===== src/rtl/tile_harness_pkg.sv =====
// Shared state encoding and default widths for the tile harness controller.
package tile_harness_pkg;

  localparam int unsigned DEF_REG_WIDTH      = 32;
  localparam int unsigned DEF_CSR_IN_WIDTH   = 16;
  localparam int unsigned DEF_CSR_OUT_WIDTH  = 16;
  localparam int unsigned DEF_TIMEOUT_CYCLES = 1023;
  localparam int unsigned CNT_WIDTH          = 16;

  localparam int unsigned STATE_WIDTH = 2;

  localparam logic [STATE_WIDTH-1:0] ST_IDLE     = 2'd0;
  localparam logic [STATE_WIDTH-1:0] ST_ISSUE    = 2'd1;
  localparam logic [STATE_WIDTH-1:0] ST_WAIT_RES = 2'd2;
  localparam logic [STATE_WIDTH-1:0] ST_RESP     = 2'd3;

endpackage


===== src/rtl/tile_harness_sat_cnt.sv =====
// Status counter that sticks at all-ones instead of wrapping.
module tile_harness_sat_cnt
  import tile_harness_pkg::*;
(
  input  logic                 clk,
  input  logic                 rst,
  input  logic                 inc,
  output logic [CNT_WIDTH-1:0] count
);

  // Count up on inc, hold once saturated.
  always_ff @(posedge clk) begin
    if (rst) begin
      count <= '0;
    end else if (inc && (count != {CNT_WIDTH{1'b1}})) begin
      count <= count + 1'b1;
    end
  end

endmodule


===== src/rtl/tile_harness_ctrl.sv =====
// Command/response sequencer between a host and one compute tile.
module tile_harness_ctrl
  import tile_harness_pkg::*;
#(
  parameter int unsigned REG_WIDTH      = DEF_REG_WIDTH,
  parameter int unsigned CSR_IN_WIDTH   = DEF_CSR_IN_WIDTH,
  parameter int unsigned CSR_OUT_WIDTH  = DEF_CSR_OUT_WIDTH,
  parameter int unsigned TIMEOUT_CYCLES = DEF_TIMEOUT_CYCLES
) (
  input  logic                     clk,
  input  logic                     rst,
  input  logic                     cmd_valid,
  output logic                     cmd_ready,
  input  logic [CSR_IN_WIDTH-1:0]  cmd_csr,
  input  logic [REG_WIDTH-1:0]     cmd_a,
  input  logic [REG_WIDTH-1:0]     cmd_b,
  output logic                     rsp_valid,
  input  logic                     rsp_ready,
  output logic [CSR_OUT_WIDTH-1:0] rsp_csr,
  output logic [REG_WIDTH-1:0]     rsp_c,
  output logic                     rsp_timeout,
  output logic                     harness_en,
  output logic                     tile_en,
  output logic [CSR_IN_WIDTH-1:0]  csr_in,
  output logic [REG_WIDTH-1:0]     data_reg_a,
  output logic [REG_WIDTH-1:0]     data_reg_b,
  input  logic                     csr_in_re,
  input  logic [CSR_OUT_WIDTH-1:0] csr_out,
  input  logic                     csr_out_we,
  input  logic [REG_WIDTH-1:0]     data_reg_c,
  output logic [CNT_WIDTH-1:0]     ops_done,
  output logic [CNT_WIDTH-1:0]     timeouts
);

  localparam int unsigned TMR_W = $clog2(TIMEOUT_CYCLES + 1);

  logic [STATE_WIDTH-1:0] state, next_state;
  logic [TMR_W-1:0]       tmr;
  logic                   have_res;

  logic load_cmd_c, clr_csr_in_c, cap_res_c, set_timeout_c, rsp_done_c, got_c, tmr_done_c;

  // Last cycle of the wait window: the response must be issued on this edge.
  assign tmr_done_c = (tmr == TMR_W'(TIMEOUT_CYCLES - 1));

  // State register.
  always_ff @(posedge clk) begin
    if (rst) state <= ST_IDLE;
    else     state <= next_state;
  end

  // Next-state and datapath strobes; a result captured early in ISSUE still waits for csr_in_re.
  always_comb begin
    next_state    = state;
    load_cmd_c    = 1'b0;
    clr_csr_in_c  = 1'b0;
    cap_res_c     = 1'b0;
    set_timeout_c = 1'b0;
    rsp_done_c    = 1'b0;
    got_c         = 1'b0;
    case (state)
      ST_IDLE: begin
        if (cmd_valid && cmd_ready) begin
          load_cmd_c = 1'b1;
          next_state = ST_ISSUE;
        end
      end
      ST_ISSUE: begin
        cap_res_c = csr_out_we;
        got_c     = csr_out_we || have_res;
        if (csr_in_re) clr_csr_in_c = 1'b1;
        if (csr_in_re && got_c) begin
          next_state = ST_RESP;
        end else if (tmr_done_c) begin
          next_state    = ST_RESP;
          clr_csr_in_c  = 1'b1;
          set_timeout_c = !got_c;
        end else if (csr_in_re) begin
          next_state = ST_WAIT_RES;
        end
      end
      ST_WAIT_RES: begin
        if (csr_out_we) begin
          cap_res_c  = 1'b1;
          next_state = ST_RESP;
        end else if (tmr_done_c) begin
          set_timeout_c = 1'b1;
          next_state    = ST_RESP;
        end
      end
      ST_RESP: begin
        if (rsp_ready) begin
          rsp_done_c = 1'b1;
          next_state = ST_IDLE;
        end
      end
      default: next_state = ST_IDLE;
    endcase
  end

  // Registered outputs, tile drive, result capture and wait timer.
  always_ff @(posedge clk) begin
    if (rst) begin
      harness_en  <= 1'b0;
      cmd_ready   <= 1'b0;
      rsp_valid   <= 1'b0;
      tile_en     <= 1'b0;
      csr_in      <= '0;
      data_reg_a  <= '0;
      data_reg_b  <= '0;
      rsp_csr     <= '0;
      rsp_c       <= '0;
      rsp_timeout <= 1'b0;
      have_res    <= 1'b0;
      tmr         <= '0;
    end else begin
      harness_en <= 1'b1;
      cmd_ready  <= (next_state == ST_IDLE);
      rsp_valid  <= (next_state == ST_RESP);
      if (state == ST_ISSUE || state == ST_WAIT_RES) tmr <= tmr + 1'b1;
      if (load_cmd_c) begin
        csr_in     <= cmd_csr;
        data_reg_a <= cmd_a;
        data_reg_b <= cmd_b;
        tile_en    <= 1'b1;
        have_res   <= 1'b0;
        tmr        <= '0;
      end
      if (clr_csr_in_c) csr_in <= '0;
      if (cap_res_c) begin
        rsp_csr     <= csr_out;
        rsp_c       <= data_reg_c;
        rsp_timeout <= 1'b0;
        have_res    <= 1'b1;
      end
      if (set_timeout_c) begin
        rsp_csr     <= '0;
        rsp_c       <= '0;
        rsp_timeout <= 1'b1;
      end
      if (rsp_done_c) begin
        tile_en    <= 1'b0;
        data_reg_a <= '0;
        data_reg_b <= '0;
        have_res   <= 1'b0;
      end
    end
  end

  tile_harness_sat_cnt u_ops_cnt (
    .clk   (clk),
    .rst   (rst),
    .inc   (rsp_done_c && !rsp_timeout),
    .count (ops_done)
  );

  tile_harness_sat_cnt u_to_cnt (
    .clk   (clk),
    .rst   (rst),
    .inc   (rsp_done_c && rsp_timeout),
    .count (timeouts)
  );

endmodule


===== config.mk =====
export PLATFORM = sky130hd
export DESIGN_NAME = tile_harness_ctrl
export DESIGN_NICKNAME = d
export VERILOG_FILES = /design/src/rtl/tile_harness_pkg.sv /design/src/rtl/tile_harness_sat_cnt.sv /design/src/rtl/tile_harness_ctrl.sv
export SDC_FILE = /design/constraint.sdc
export NUM_CORES = 1
export LEC_CHECK = 0
export CORE_MARGIN = 2
export CORE_UTILIZATION = 46
export DETAILED_ROUTE_END_ITERATION = 7
export PLACE_DENSITY = 0.86
export SKIP_LAST_GASP = 1
export SYNTH_ARGS = -nofsm -noshare
export SYNTH_HDL_FRONTEND = slang
export SYNTH_HIERARCHICAL = 1
export SYNTH_SLANG_ARGS = --single-unit

===== constraint.sdc =====
create_clock -name clk -period 4.6 [get_ports clk]
set_clock_uncertainty 0.05 [all_clocks]
set_input_delay 0.69 -clock clk [delete_from_list [all_inputs] [get_ports clk]]
set_output_delay 0.69 -clock clk [all_outputs]
set_load 0.005 [all_outputs]

## Word level (Yosys, flattened, before mapping)

Index checks and enable logic that the tools add are counted.

- Logic and storage cells: 71
- Bits of input ports: 134
- Output and inout port bits: 165
- Flip-flop bits (word level): 178

- Reduce and logical (&&, ||, !) cells: 18
- Multiplexer cells: 28
- Eq/ne operators: 7
- Add/subtract/negate cells: 3

Operators with widths:

| cell | count |
|---|---|
| 16-bit by 1-bit adder with 16-bit output, second input constant | 2 |
| 16-bit != test, second input constant | 2 |
| 1-bit two-way mux | 18 |
| 2-bit two-way mux | 7 |
| 10-bit by 1-bit adder with 10-bit output, second input constant | 1 |
| 10-bit equality test, second input constant | 1 |
| 2-bit one-hot mux with 4 select lines | 1 |
| 2-bit OR reduction | 4 |
| 2-bit equality test, second input constant | 3 |
| 1-bit logical AND | 6 |
| 2-bit logical NOT | 2 |
| 1-bit one-hot mux with 2 select lines | 2 |
| 2-bit nonzero test | 2 |
| 2-bit by 1-bit equality test with 1-bit output, second input constant | 1 |
| 1-bit logical NOT | 2 |
| 1-bit logical OR | 2 |

## Depth between registers and ports, before layout

- Depth in word-level cells: 6
- Mapped depth: 9
- Depth with buffers taken out: 7

## Cells and area by module

Netlist, hierarchy kept.

By module, submodules not included:

| module | cells each | area each (µm²) | times used | sequential area each (µm²) |
|---|---|---|---|---|
| tile_harness_ctrl | 658 | 5273.8 | 1 | 2922.8 |
| tile_harness_sat_cnt | 99 | 848.3 | 2 | 320.3 |

## Least setup slack after synthesis

OpenSTA, ideal clock, no wires.

- Path type: input -> register
- From: input port rsp_ready
- To: register u_ops_cnt.count[7]
- Required time: 4.480 ns
- Library setup time: 0.070 ns
- Slack: 2.624 ns
- Cell stages on the path: 6
- Arrival: 1.856 ns
- Buffers on the path: 1
- Path through: nand2_1 nor2_1 nand2_1 clkbuf_1 or4_1 a21oi_1

- Cells in the longest elaborated chain, start to end: 4

RTL lines:

| what | line | text |
|---|---|---|
| from (decl) | tile_harness_ctrl.sv:18 | `input logic rsp_ready,` |
| 1-bit two-way mux | tile_harness_ctrl.sv:92 | `if (rsp_ready) begin` |
| 1-bit two-way mux | tile_harness_ctrl.sv:61 | `case (state)` |
| 1-bit logical AND | tile_harness_ctrl.sv:153 | `.inc (rsp_done_c && !rsp_timeout),` |
| 1-bit logical AND | tile_harness_sat_cnt.sv:15 | `end else if (inc && (count != {CNT_WIDTH{1'b1}})) begin` |
| to (signal assigned) | tile_harness_sat_cnt.sv:16 | `count <= count + 1'b1;` |
| to (decl) | tile_harness_sat_cnt.sv:8 | `output logic [CNT_WIDTH-1:0] count` |

Every way passes these cells.
A chain may end at the register's enable or synchronous reset.

## Worst setup path in the final report

- From: input port rsp_ready
- To: register u_ops_cnt.count[11]

The elaborated chain is that of the path after synthesis.

==> out/qor.tcl <==
set qor(run_status) {complete, no violations}
set qor(power.density_nw_per_um2) 351
set qor(endpoint) {u_ops_cnt/count[11]$_SDFFE_PP0P_}
set qor(clock_tree_from_tritoncts) {built}
set qor(final_nets) 1274
set qor(finalHoldViolCount) 0
set qor(worst_setup_path_end_kind) {register}
set qor(vias_in_the_first_global_route) 6627
set qor(initial_utilization_pct) 47.6
set qor(crit_slowest_cell) {clkdlybuf4s50_1}
set qor(post_cts.repair.setup_buffers) 0
set qor(grt-ovfl-total) 0
set qor(slew_viol_final) 0
set qor(yosys.area_share.simple_pct) 26.1
set qor(synth_warnings) 6
set qor(clk_pin_slew_worst_paths_ns) 0.06
set qor(syn-mean-instance-area_um2) 8.14
set qor(worst_hold_path_type) {reg -> reg}
set qor(ir_drop_worst_vdd_mv) 0.300
set qor(grt_max_degree) 49
set qor(achievable-frequency_mhz) 401
set qor(worstMarginPinSlew_ns) 0.876
set qor(timing.critical_path.cells) {clkdlybuf4s50_1, nand2_1, nor2_1, nand2_1, nor4bb_1, mux2_2}
set qor(fin_crit_ns) 2.49
set qor(drt_pass_1_iters) 4
set qor(dieWidth_um) 127
set qor(seq_area_frac_synth_pct) 51.1
set qor(timing.max_cap.violations) 0
set qor(dominant_register_cell_in_the_synthesized_netlist) {dfxtp_1}
set qor(synth_adder_area_share_pct) 1.62
set qor(post_dp_hpwl_um) 14700
set qor(critical_path_required_ns) 4.86
set qor(worstSetupStartpoint) {rsp_ready}
set qor(synth-xor-area-share_pct) 1.51
set qor(timing.rr.start) {state[1]$_SDFF_PP0_}
set qor(synthCells) 856
set qor(worst_hold_slack_ns) 0.402
set qor(most_frequent_standard_cell_in_the_layout_excluding_fill_and_tap_cells) {clkdlybuf4s50_1}
set qor(io_buffers) 298
set qor(number_of_enable_flip_flop_cells_after_synthesis) 0
set qor(r2r_cells) 6
set qor(cts-resized-gates) 0
set qor(most_frequent_cells_in_the_layout) {clkdlybuf4s50_1, nand2_1, dfxtp_1, a21oi_1, nor2_1}
set qor(yosysTopAreaCell) {dfxtp_1}
set qor(rsz0062_at_grt) {false}
set qor(r2r_setup_slk_ns) 2.20
set qor(core-area_um2) 14600
set qor(synth-seq-cells) 178
set qor(timing.setup.critical_path_class) {in -> reg}
set qor(main_combinational_cell_family_by_area_after_synthesis) {simple AND/OR/NAND/NOR gates}
set qor(finish_stage_setup_viols) 0
set qor(hold_buffer_count_at_cts) 0
set qor(slew_headroom_pct) 41.6
set qor(vias_per_cell) 5.28
set qor(drt.antenna.violating_nets) 0
set qor(layout-area-overhead-vs-synth_pct) 53.3
set qor(cts_buffers) 17
set qor(synth_top_cells_by_area) {dfxtp_1, nand2_1, a21oi_1}
set qor(cp_max_fo) 11
set qor(totalWireLength_um) 20800
set qor(post_synthesis_net_count) 999
set qor(wl_cell_um) 15.6
set qor(regToRegEndpoint) {rsp_csr[1]$_SDFFE_PP0P_}
set qor(floorplan.die_area_um2) 16200
set qor(worst_skew_pair.late_latency_ns) 0.42
set qor(fin_tns_setup_ns) 0
set qor(antennaDiodeCount) 0
set qor(htreeDepth) 4
set qor(compound_gate_fraction_of_synth_area_pct) 15.0
set qor(async_reset_ff_share_pct) 0
set qor(max_stage_delay_ns) 0.51
set qor(die_y_um) 127
set qor(row_count) 44
set qor(first_pass_grt_wire_length_um) 32900
set qor(cts_root_buf) {clkbuf_16}
set qor(leakagePower_nw) 3.72
set qor(post-route-period-util_pct) 54.2
set qor(synth.distinct_cells) 48
set qor(vias) 7011
set qor(grt.total_usage_pct) 25.2
set qor(antenna_found_initial) 0
set qor(drt-initial-drc-count) 380
set qor(synthMuxAreaShare_pct) 0.610
set qor(netlist_area_um2) 6970
set qor(place.gp.congestion) 0.832
set qor(pin_count) 299
set qor(drcViolationCount) 0
set qor(clock_tree.buffer_depth) 2
set qor(drive_gt1_share_pct) 4.55
set qor(critPathArrivalTime_ns) 2.75
set qor(yosys.area.top_type_share_pct) 51.1
set qor(timing.critical_path.from_type) {primary input}
set qor(cts_num_sinks) 178
set qor(critical-path-top-cell-by-count) {nand2_1}
-- critical path, delay by kind of cell --
family	cells	cell delay [ns]
and+or+nand+nor	4	1.19
buffers and inverters	1	0.51
muxes	1	0.36
-- sequential cells by signal, indices dropped and copies added, names as in the netlist --
name,count
state,2
rsp_timeout,1
data_reg_a,32
csr_in,16
rsp_csr,16
u_to_cnt/count,16
u_ops_cnt/count,16
cmd_ready,1
have_res,1
data_reg_b,32
tile_en,1
tmr,10
rsp_c,32
rsp_valid,1
harness_en,1
-- kinds of logic (layout without fill, tap and decap cells) --
group | Yosys count | in the layout
xor gates and xnor gates | 12 | 12
adders and majority gates | 9 | 9
DFF | 178 | 178
muxes | 4 | 4
buffers and inverters | 63 | 351
and+or+nand+nor | 400 | 400
AOI/OAI and AO/OA | 190 | 190
-- cells in the mapped netlist (all sizes together) (4+ instances only) --
library cell  number
inv               13
or3                8
and4               7
nor4               6
a21oi            152
o21ai             11
nand4             11
o31ai             12
and3               5
nor2b              6
nand3             15
ha                 9
nor3              12
buf               22
xnor2              8
clkbuf            28
xor2               4
dfxtp            178
nor2              29
nand2            281
or4               14
-- layer usage --
layer	vias up	wire [um]	global-route usage, %
li1	3453	-	-
met1	3233	8290	28.6
met2	286	9960	43.4
met3	39	1760	8.58
met4	0	756	10.5
met5	-	0	0
-- worst min path at each step --
| stage | from | to | slack [ns] | depth (start not counted) |
|---|---|---|---|---|
| CTS | rsp_c[25]$_SDFFE_PP0P_ | rsp_c[25]$_SDFFE_PP0P_ | 0.40 | 2 |
| global placement | rsp_c[29]$_SDFFE_PP0P_ | rsp_c[29]$_SDFFE_PP0P_ | 0.39 | 2 |
| finish | rsp_csr[4]$_SDFFE_PP0P_ | rsp_csr[4]$_SDFFE_PP0P_ | 0.40 | 2 |
| detailed placement | rsp_c[25]$_SDFFE_PP0P_ | rsp_c[25]$_SDFFE_PP0P_ | 0.40 | 2 |
| floorplan | rsp_c[28]$_SDFFE_PP0P_ | rsp_c[28]$_SDFFE_PP0P_ | 0.40 | 2 |
| global route | data_reg_b[26]$_SDFFE_PP0P_ | data_reg_b[26]$_SDFFE_PP0P_ | 0.42 | 2 |
-- cell type report --
cell class,count,area [um^2]
fill,1083,3960
sequential,178,3560
multi-input combinational,615,3130
timing repair buffer,306,3040
clock buffer,24,472
tap,184,230
clock inverter,8,198
inverter,13,48.8
-- power breakdown --
| part | switching [mW] | internal [mW] |
|---|---|---|
| clock network | 0.581 | 1.05 |
| logic | 0.207 | 0.263 |
| registers | 0.0364 | 1.61 |
-- metrics by stage --
step                      setup slack, ns  instance area (um^2)  power (mW)  cells  utilization, %
final                                2.11                 10700        3.75   1328            73.0
after global routing                 1.94                 10700        3.90   1328            73.0
after CTS                            2.15                 10700        3.79   1328            73.0
after detailed placement             1.71                 10000        2.15   1296            68.4
after global placement               1.74                 10000        2.14   1296            68.4
after floorplan                      2.62                  6970        1.86    856               -
No activity file was read; power rests on OpenSTA's default activity.
